$ cat config.mk
export PLATFORM = sky130hd
export DESIGN_NAME = seg_scan4
export DESIGN_NICKNAME = d
export VERILOG_FILES = /design/src/rtl/seg_scan4_pkg.sv /design/src/rtl/hex7_decode.sv /design/src/rtl/seg_scan4.sv
export SDC_FILE = /design/constraint.sdc
export NUM_CORES = 1
export LEC_CHECK = 0
export BUFFER_PORTS_ARGS = -buffer_cell sky130_fd_sc_hd__buf_4
export CAP_MARGIN = 40
export CORE_MARGIN = 10
export CORE_UTILIZATION = 48
export DETAILED_ROUTE_END_ITERATION = 10
export PLACE_DENSITY_LB_ADDON = 0.12
export SLEW_MARGIN = 25
export SYNTH_ARGS = -nofsm -noshare
export SYNTH_HDL_FRONTEND = slang
export SYNTH_HIERARCHICAL = 1
export SYNTH_SLANG_ARGS = --single-unit
export TNS_END_PERCENT = 100
$ cat constraint.sdc
create_clock -name clkin -period 5.9 [get_ports clkin]
set_clock_uncertainty 0.05 [all_clocks]
set_input_delay 0.295 -clock clkin [delete_from_list [all_inputs] [get_ports clkin]]
set_output_delay 0.295 -clock clkin [all_outputs]
set_load 0.01 [all_outputs]
$ cat src/rtl/seg_scan4_pkg.sv
// Shared constants for the four-digit multiplexed seven-segment scanner:
// glyph table, segment bit positions and the default scan divider.
package seg_scan4_pkg;

  localparam int SCAN_DIV_DEFAULT = 100000;

  typedef enum int unsigned {
    SEG_A = 0,
    SEG_B = 1,
    SEG_C = 2,
    SEG_D = 3,
    SEG_E = 4,
    SEG_F = 5,
    SEG_G = 6
  } seg_idx_e;

  localparam int SEG_W = int'(SEG_G) + 1;

  localparam logic [SEG_W-1:0] SEG_OFF  = '1;
  localparam logic [3:0]       SUB_LAST = 4'd15;
  localparam logic [1:0]       DIG_LAST = 2'd3;

  // Active-low patterns, bit 0 = segment a ... bit 6 = segment g.
  localparam logic [SEG_W-1:0] HEX_GLYPH [16] = '{
    7'h40, 7'h79, 7'h24, 7'h30, 7'h19, 7'h12, 7'h02, 7'h78,
    7'h00, 7'h10, 7'h08, 7'h03, 7'h46, 7'h21, 7'h06, 7'h0E
  };

  function automatic logic [SEG_W-1:0] hex_glyph(input logic [3:0] nib);
    return HEX_GLYPH[nib];
  endfunction

endpackage

$ cat src/rtl/hex7_decode.sv
// Combinational hex nibble to active-low seven-segment pattern.
module hex7_decode
  import seg_scan4_pkg::*;
(
  input  logic [3:0]       hex_i,
  output logic [SEG_W-1:0] seg_o
);

  always_comb begin
    seg_o = hex_glyph(hex_i);
  end

endmodule

$ cat src/rtl/seg_scan4.sv
// Four-digit multiplexed seven-segment driver with per-frame shadowed digit
// codes, PWM brightness per digit slot and registered active-low outputs.
module seg_scan4
  import seg_scan4_pkg::*;
#(
  parameter int SCAN_DIV = SCAN_DIV_DEFAULT
) (
  input  logic             clkin,
  input  logic             reset,
  input  logic [7:0]       d0,
  input  logic [7:0]       d1,
  input  logic [7:0]       d2,
  input  logic [7:0]       d3,
  input  logic [3:0]       raw,
  input  logic [3:0]       dp_in,
  input  logic             blank,
  input  logic [3:0]       duty,
  output logic [SEG_W-1:0] seg,
  output logic [3:0]       an,
  output logic             dp,
  output logic             frame_start
);

  localparam int TICKS  = SCAN_DIV / 16;
  localparam int TICK_W = (TICKS > 1) ? $clog2(TICKS) : 1;
  localparam logic [TICK_W-1:0] TICK_LAST = TICK_W'(TICKS - 1);

  if (SCAN_DIV < 16 || (SCAN_DIV % 16) != 0) begin : g_bad_div
    $error("SCAN_DIV must be a multiple of 16 and at least 16");
  end

  logic [TICK_W-1:0] tick_q, tick_d;
  logic [3:0]        sub_q, sub_d;
  logic [1:0]        dig_q, dig_d;
  logic              primed_q, primed_d;

  logic [3:0][7:0]   code_sh_q, code_sh_d;
  logic [3:0]        raw_sh_q, raw_sh_d;
  logic [3:0]        dpin_sh_q, dpin_sh_d;

  logic [SEG_W-1:0]  seg_q, seg_d;
  logic [3:0]        an_q, an_d;
  logic              dp_q, dp_d;
  logic              fs_q, fs_d;

  logic              tick_wrap, sub_wrap, frame_bnd, load_sh, lit;
  logic [3:0][7:0]   in_codes, src_codes;
  logic [3:0]        src_raw, src_dp;
  logic [7:0]        sel_code;
  logic              sel_raw, sel_dp;
  logic [SEG_W-1:0]  dec_seg;
  logic              unused_code_msb;

  assign in_codes = {d3, d2, d1, d0};

  // Scan counters, frame boundary and shadow capture.
  always_comb begin
    tick_wrap = (tick_q == TICK_LAST);
    sub_wrap  = tick_wrap && (sub_q == SUB_LAST);
    frame_bnd = sub_wrap && (dig_q == DIG_LAST);

    tick_d   = tick_wrap ? '0 : tick_q + 1'b1;
    sub_d    = tick_wrap ? sub_q + 4'd1 : sub_q;
    dig_d    = sub_wrap ? dig_q + 2'd1 : dig_q;
    primed_d = primed_q | frame_bnd;
    fs_d     = frame_bnd;

    load_sh   = frame_bnd || !primed_q;
    code_sh_d = load_sh ? in_codes : code_sh_q;
    raw_sh_d  = load_sh ? raw      : raw_sh_q;
    dpin_sh_d = load_sh ? dp_in    : dpin_sh_q;
  end

  // Until the first frame boundary the shadow simply tracks the inputs, so the
  // live inputs are displayed directly rather than one cycle stale.
  always_comb begin
    src_codes = primed_q ? code_sh_q : in_codes;
    src_raw   = primed_q ? raw_sh_q  : raw;
    src_dp    = primed_q ? dpin_sh_q : dp_in;
    sel_code  = src_codes[dig_q];
    sel_raw   = src_raw[dig_q];
    sel_dp    = src_dp[dig_q];
  end

  assign unused_code_msb = sel_code[7];

  hex7_decode u_dec (
    .hex_i (sel_code[3:0]),
    .seg_o (dec_seg)
  );

  // Output stage: segments and dp forced dark whenever the anode is off.
  always_comb begin
    lit  = !blank && (sub_q <= duty);
    an_d  = 4'hF;
    seg_d = SEG_OFF;
    dp_d  = 1'b1;
    if (lit) begin
      an_d[dig_q] = 1'b0;
      seg_d       = sel_raw ? ~sel_code[SEG_W-1:0] : dec_seg;
      dp_d        = ~sel_dp;
    end
  end

  always_ff @(posedge clkin or posedge reset) begin
    if (reset) begin
      tick_q    <= '0;
      sub_q     <= '0;
      dig_q     <= '0;
      primed_q  <= 1'b0;
      code_sh_q <= '0;
      raw_sh_q  <= '0;
      dpin_sh_q <= '0;
      seg_q     <= SEG_OFF;
      an_q      <= 4'hF;
      dp_q      <= 1'b1;
      fs_q      <= 1'b0;
    end else begin
      tick_q    <= tick_d;
      sub_q     <= sub_d;
      dig_q     <= dig_d;
      primed_q  <= primed_d;
      code_sh_q <= code_sh_d;
      raw_sh_q  <= raw_sh_d;
      dpin_sh_q <= dpin_sh_d;
      seg_q     <= seg_d;
      an_q      <= an_d;
      dp_q      <= dp_d;
      fs_q      <= fs_d;
    end
  end

  assign seg         = seg_q;
  assign an          = an_q;
  assign dp          = dp_q;
  assign frame_start = fs_q;

endmodule

# --- After elaboration in Yosys (flattened, before gate mapping) ---
# Memory sizes are Yosys's and may differ from the RTL's.
# Cells that the tools add are included.
word_totals:
  reg_bits: 73
  mem_bits_ro: 112
  input_bits: 47
  elab_cells: 55
  mem_count: 1
memory_table:
  columns: ["memory", "depth", "word_bits", "read_ports", "rd_clocked_by_memory_dff", "wr", "line_no", "text"]
  rows:
  - ["(no name shown)", 16, 7, 1, 0, 0, "seg_scan4_pkg.sv:30", "return HEX_GLYPH[nib];"]
classes:
  addsub: 3
  n_lt_le_gt_ge: 4
  n_eq_ne: 3
  muxes: 18
  n_bitwise: 5
  reduce_logical: 7
ops:
  columns: ["operator", "n"]
  rows:
  - ["7-bit 2-to-1 mux", 5]
  - ["32-bit 2-to-1 mux", 1]
  - ["8-bit binary-select mux with 2-bit select", 1]
  - ["13-bit by 1-bit adder with 13-bit output, second input constant", 1]
  - ["13-bit == test, second input constant", 1]
  - ["13-bit 2-to-1 mux", 1]
  - ["4-bit 2-to-1 mux", 3]
  - ["7-bit NOT", 1]
  - ["5-bit greater-or-equal comparator, second input constant", 1]
  - ["4-bit NOT with 5-bit output", 1]
  - ["4-bit by 1-bit adder with 4-bit output, second input constant", 1]
  - ["1-bit binary-select mux with 2-bit select", 2]
  - ["4-bit == test, second input constant", 1]
  - ["4-bit less-or-equal comparator", 1]
  - ["1-bit logical AND", 4]
  - ["1-bit 2-to-1 mux", 4]
  - ["4-bit NOT", 1]
  - ["2-bit by 3-bit less-than comparator with 1-bit output, second input constant", 1]
  - ["2-bit by 1-bit adder with 2-bit output, second input constant", 1]
  - ["1-bit demux with 2-bit select", 1]
  - ["2-bit == test, second input constant", 1]
  - ["2-bit by 1-bit greater-or-equal comparator with 1-bit output, second input constant", 1]
  - ["1-bit logical NOT", 2]
  - ["1-bit logical OR", 1]
  - ["other kinds (2)", 2]

# --- Depth between registers and ports, before layout ---
logic_depth:
  ltp_word: 9
  ltp_mapped: 12

# --- Hierarchy ---
# Netlist, hierarchy kept.
modules_own_cells:
  columns: ["mod", "instances", "cells_each", "area_per_inst_um2", "seq_area_each_um2"]
  rows:
  - ["seg_scan4", 1, 257, 3594.7, 1741.7]
  - ["hex7_decode", 1, 33, 269.0, 0.0]

# --- Least setup slack after synthesis ---
# No wires, ideal clock.
synth_timing:
  path_type: "reg-to-reg"
  start: "register dig_q[1]"
  end: "register seg_q[3] (netlist: seg[3])"
  setup_time_ns: 0.100
  arrival_ns: 2.344
  required_ns: 5.750
  setup_slack_ns: 3.406
  stages_incl_launch_ff: 12
  n_path_buf: 2
  path_cell_list: "dfrtp_1 -> buf_2 -> buf_2 -> mux4_2 -> nand2_1 -> nand2_1 -> inv_1 -> ha_1 -> inv_1 -> mux4_2 -> nand2_1 -> o211ai_1"
synth_via:
  elab_chain_len: 8
  elab_cells_between_ends: 11
synth_lines:
  columns: ["item", "line_no", "text"]
  rows:
  - ["start: declaration", "seg_scan4.sv:34", "logic [1:0] dig_q, dig_d;"]
  - ["start signal: assignment", "seg_scan4.sv:121", "dig_q <= dig_d;"]
  - ["8-bit binary-select mux with 2-bit select", "seg_scan4.sv:80", "sel_code = src_codes[dig_q];"]
  - ["7-bit 2-to-1 mux (not written as such)", "seg_scan4.sv:80", null]
  - ["via sel_code[0]", "seg_scan4.sv:49", "logic [7:0] sel_code;"]
  - ["4-bit NOT with 5-bit output (not written as such)", "seg_scan4_pkg.sv:30", null]
  - ["memory read 16 x 7 bit", null, null]
  - ["7-bit 2-to-1 mux (not written as such) (2 in a row)", "seg_scan4_pkg.sv:30", null]
  - ["via dec_seg[3]", "seg_scan4.sv:51", "logic [SEG_W-1:0] dec_seg;"]
  - ["7-bit 2-to-1 mux", "seg_scan4.sv:100", "seg_d = sel_raw ? ~sel_code[SEG_W-1:0] : dec_seg;"]
  - ["7-bit 2-to-1 mux", "seg_scan4.sv:98", "if (lit) begin"]
  - ["via seg_d[3]", "seg_scan4.sv:41", "logic [SEG_W-1:0] seg_q, seg_d;"]
  - ["end signal: assignment", "seg_scan4.sv:126", "seg_q <= seg_d;"]
  - ["end: declaration", "seg_scan4.sv:41", null]
# The timed path passes the listed nets, and every way through them passes these cells. The select of a mux whose other input is x is not followed.
# A chain may end at the register's enable or synchronous reset.

# --- Final worst setup path ---
layout_timing:
  start: "register primed_q"
  end: "register seg_q[3] (netlist: seg[3])"
layout_via:
  elab_chain_len: 9
  elab_cells_between_ends: 13
layout_lines:
  columns: ["item", "line_no", "text"]
  rows:
  - ["start: declaration", "seg_scan4.sv:35", "logic primed_q, primed_d;"]
  - ["start signal: assignment", "seg_scan4.sv:122", "primed_q <= primed_d;"]
  - ["32-bit 2-to-1 mux", "seg_scan4.sv:77", "src_codes = primed_q ? code_sh_q : in_codes;"]
  - ["8-bit binary-select mux with 2-bit select", "seg_scan4.sv:80", null]
  - ["7-bit 2-to-1 mux (not written as such)", "seg_scan4.sv:80", null]
  - ["via sel_code[0]", "seg_scan4.sv:49", null]
  - ["4-bit NOT with 5-bit output (not written as such)", "seg_scan4_pkg.sv:30", null]
  - ["memory read 16 x 7 bit", null, null]
  - ["7-bit 2-to-1 mux (not written as such) (2 in a row)", "seg_scan4_pkg.sv:30", null]
  - ["via dec_seg[3]", "seg_scan4.sv:51", null]
  - ["7-bit 2-to-1 mux", "seg_scan4.sv:100", null]
  - ["7-bit 2-to-1 mux", "seg_scan4.sv:98", null]
  - ["via seg_d[3]", "seg_scan4.sv:41", null]
# The timed path passes the listed nets, and every way through them passes these cells. The select of a mux whose other input is x is not followed.

==> metrics <==
die area 12000 sq um; total CTS buffers 9; initial drt markers 79; number of synthesized flops with an enable pin 0; dominant cells by area after synthesis dfrtp_1, mux2_4, mux4_2, dfstp_2, ha_1; Slowest-stage cell, CP dfrtp_1; peak supply drop 0.110 mV; nets around 420; Final setup viols 0; # rows 32; first-pass GRT wire length about 13000 microns; Switching Fraction 0.234; setup ws final roughly 2900 ps; worst hold stages 3; CP Launch Type flip-flop; CTS resizes 0; layout cells sized above 1 0.441; die span in y between 100 and 150 microns; Boundary Pins 60; most frequent cells in the layout buf_4, dfrtp_1, nand2_1; count of different cell masters after synthesis 39; Yosys warning total 6; global placement routability congestion 0.762; grt ovf 0; fin. max-slew vios 0; worst hold endpoint an[2]$_DFF_PP1_; post-CTS setup buffers 0; register area between 1500 and 2000 sq um; Slew headroom 0.570; Final ANT Viol Nets 0; fin crit period 2980 ps; HP Start blank; Clock Latency Late Sink roughly 340 ps; Pwr Density around 210 nW/um^2; Syn Std Cell Area 3860 sq um; clk buf depth 2; prevailing post-synth register cell dfrtp_1; Peak Freq about 340 MHz; initial antenna violation count 0; Crit Path Class flip-flop to flip-flop; share of the clock period used by the worst path after layout 0.505; Routed WL roughly 7800 microns; via count 2400; CTS root buf clkbuf_8; share of synthesized registers carrying an async set or reset 1.00; net count after synthesis approximately 360; Gate power share 0.109; Die Span X 110 microns; pin count of the biggest net entering global routing 51; Port Buf Inserts 55; CP Data Arrival Time between 3000 and 4000 ps; clk sinks 69; Clock Power Share 0.378; outcome completed; most frequent CP cell nand2_1; Synth top area share 0.369; Area Growth Syn to Fin 18.2%; Post-Syn Area per Cell around 13 sq um; Leak Pwr 2.14 nW; crit-path max cell delay about 660 ps; Post-CTS Hold Buffers 1; Final Hold Viols 0; 1st-pass router iterations 4; most common cell after layout, fill and taps aside buf_4; reg-to-reg startpoint primed_q$_DFF_PP0_; CTS clk-pin slew, worst paths 80 ps; total internal power 0.748 mW; core box area around 7800 sq um; RR Endpoint seg[3]$_DFF_PP1_; delay-heaviest family, CP multiplexers; Synth Register Bits about 70; drt drc 0; setup_tns 0 ps; hold crit path type input pin to flip-flop; Reg power frac 0.513; Tightest Pin Transition roughly 630 ps; Max Cap Violations 0; antenna diode count 0; CTS tree done; Initial Util 0.497; Worst Reg-to-Reg Cells 10; Worst Path Buf+Inv 3; vias in the first global route around 2.5k; H-tree depth 3; RSZ-0062 raised after global routing no; CP Max Fanout 13; R2R setup slack around 2900 ps; Cells after Synth between 200 and 300; Crit path required time approximately 6100 ps; pre-CTS WS 2890 ps; via/cell ratio 5.24; DP HPWL around 5600 microns; largest area contributor in the netlist dfrtp_1; Net Sw Power ~0.23 mW; worst path cell trace buf_4, mux4_2, nand2_1, nand2_1, inv_1, ha_1, inv_1, mux4_2, nand2_1, o211ai_1; GRT Total Usage 0.134; wire length per cell 17.0 microns; worst hold slack ~130 ps; fillers about 660; area of the multi-input gates 1950 sq um; Critical Path Sink Type flip-flop; register area share after synthesis 0.451
==> how the worst max path moves through the flow <==
| stage | depth (start not counted) | from | slack [ps] | to |
|---|---|---|---|---|
| after floorplan | 11 | dig_q[1]$_DFFE_PP0P_ | 3410 | seg[3]$_DFF_PP1_ |
| after global placement | 10 | primed_q$_DFF_PP0_ | 2920 | seg[3]$_DFF_PP1_ |
| after detailed placement | 10 | primed_q$_DFF_PP0_ | 2890 | seg[3]$_DFF_PP1_ |
| after CTS | 10 | primed_q$_DFF_PP0_ | 2880 | seg[3]$_DFF_PP1_ |
| after global routing | 10 | primed_q$_DFF_PP0_ | 2750 | seg[3]$_DFF_PP1_ |
| final | 10 | primed_q$_DFF_PP0_ | 2920 | seg[3]$_DFF_PP1_ |
==> cells by family (layout without fill, tap and decap cells) <==
kind of cell,after synthesis,count (layout),synth area share
xor+xnor,12,12,0.0272
simple gates,79,79,0.107
mux,65,65,0.272
fa+ha+maj,18,18,0.0583
compound gates,21,21,0.0395
flops,69,69,0.451
buf+inv,26,92,0.0447
==> area by class of cell <==
| cell class | instances | area share |
|---|---|---|
| timing repair buffer | 63 | 0.113 |
| clock inverter | 5 | 0.0115 |
| multi-input combinational | 195 | 0.427 |
| clock buffer | 11 | 0.0288 |
| sequential | 69 | 0.381 |
| inverter | 13 | 0.0107 |
| tap | 102 | 0.0279 |
==> metrics by stage <==
step	total power [mW]	std cells	util	cell area (sq um)
after detailed placement	0.616	439	0.558	4340
after CTS	0.988	456	0.583	4530
after global placement	0.611	438	0.555	4310
after global routing	1.02	458	0.588	4570
after floorplan	0.569	290	-	3860
final	0.976	458	0.588	4570
==> tightest hold or removal path: stages <==
cell and delay (ps):
buf_4 80, a21oi_1 50, nand2_1 70
==> power groups by stage <==
stage / sequential, mW / clock (mW) / combinational [mW]
after floorplan: 0.510 / 0 / 0.0588
after global placement: 0.509 / 0 / 0.102
after detailed placement: 0.510 / 0 / 0.107
after CTS: 0.501 / 0.379 / 0.108
after global routing: 0.503 / 0.400 / 0.118
final: 0.501 / 0.369 / 0.106
==> synthesized netlist by cell type (2+ instances only) <==
cell type / n
a21oi_1: 4
and3_2: 2
and4_1: 3
and4_2: 2
buf_12: 3
buf_2: 3
buf_4: 2
buf_6: 2
clkbuf_1: 3
dfrtp_1: 57
dfstp_2: 12
ha_1: 18
inv_1: 12
mux2_2: 8
mux2_4: 30
mux2i_1: 7
mux4_2: 19
nand2_1: 42
nand2b_1: 2
nand3_1: 5
nand4_1: 4
nor2_1: 13
nor4b_4: 2
o211ai_1: 9
o21ai_1: 2
xnor2_1: 7
xor2_1: 5
==> layer usage <==
metal | vias up | track usage | part of all wire
li1 | 1158 | - | -
met1 | 1174 | 0.176 | 0.47
met2 | 57 | 0.208 | 0.46
met3 | 11 | 0.0339 | 0.048
met4 | 0 | 0.0539 | 0.022
met5 | - | 0 | 0
==> sequential cells by signal, indices dropped and copies added, names as in the netlist <==
register     count
sub_q            4
raw_sh_q         4
dig_q            2
tick_q          13
code_sh_q       28
an               4
seg              7
dpin_sh_q        4
frame_start      1
dp               1
primed_q         1
(Power assumes the default switching activity.)
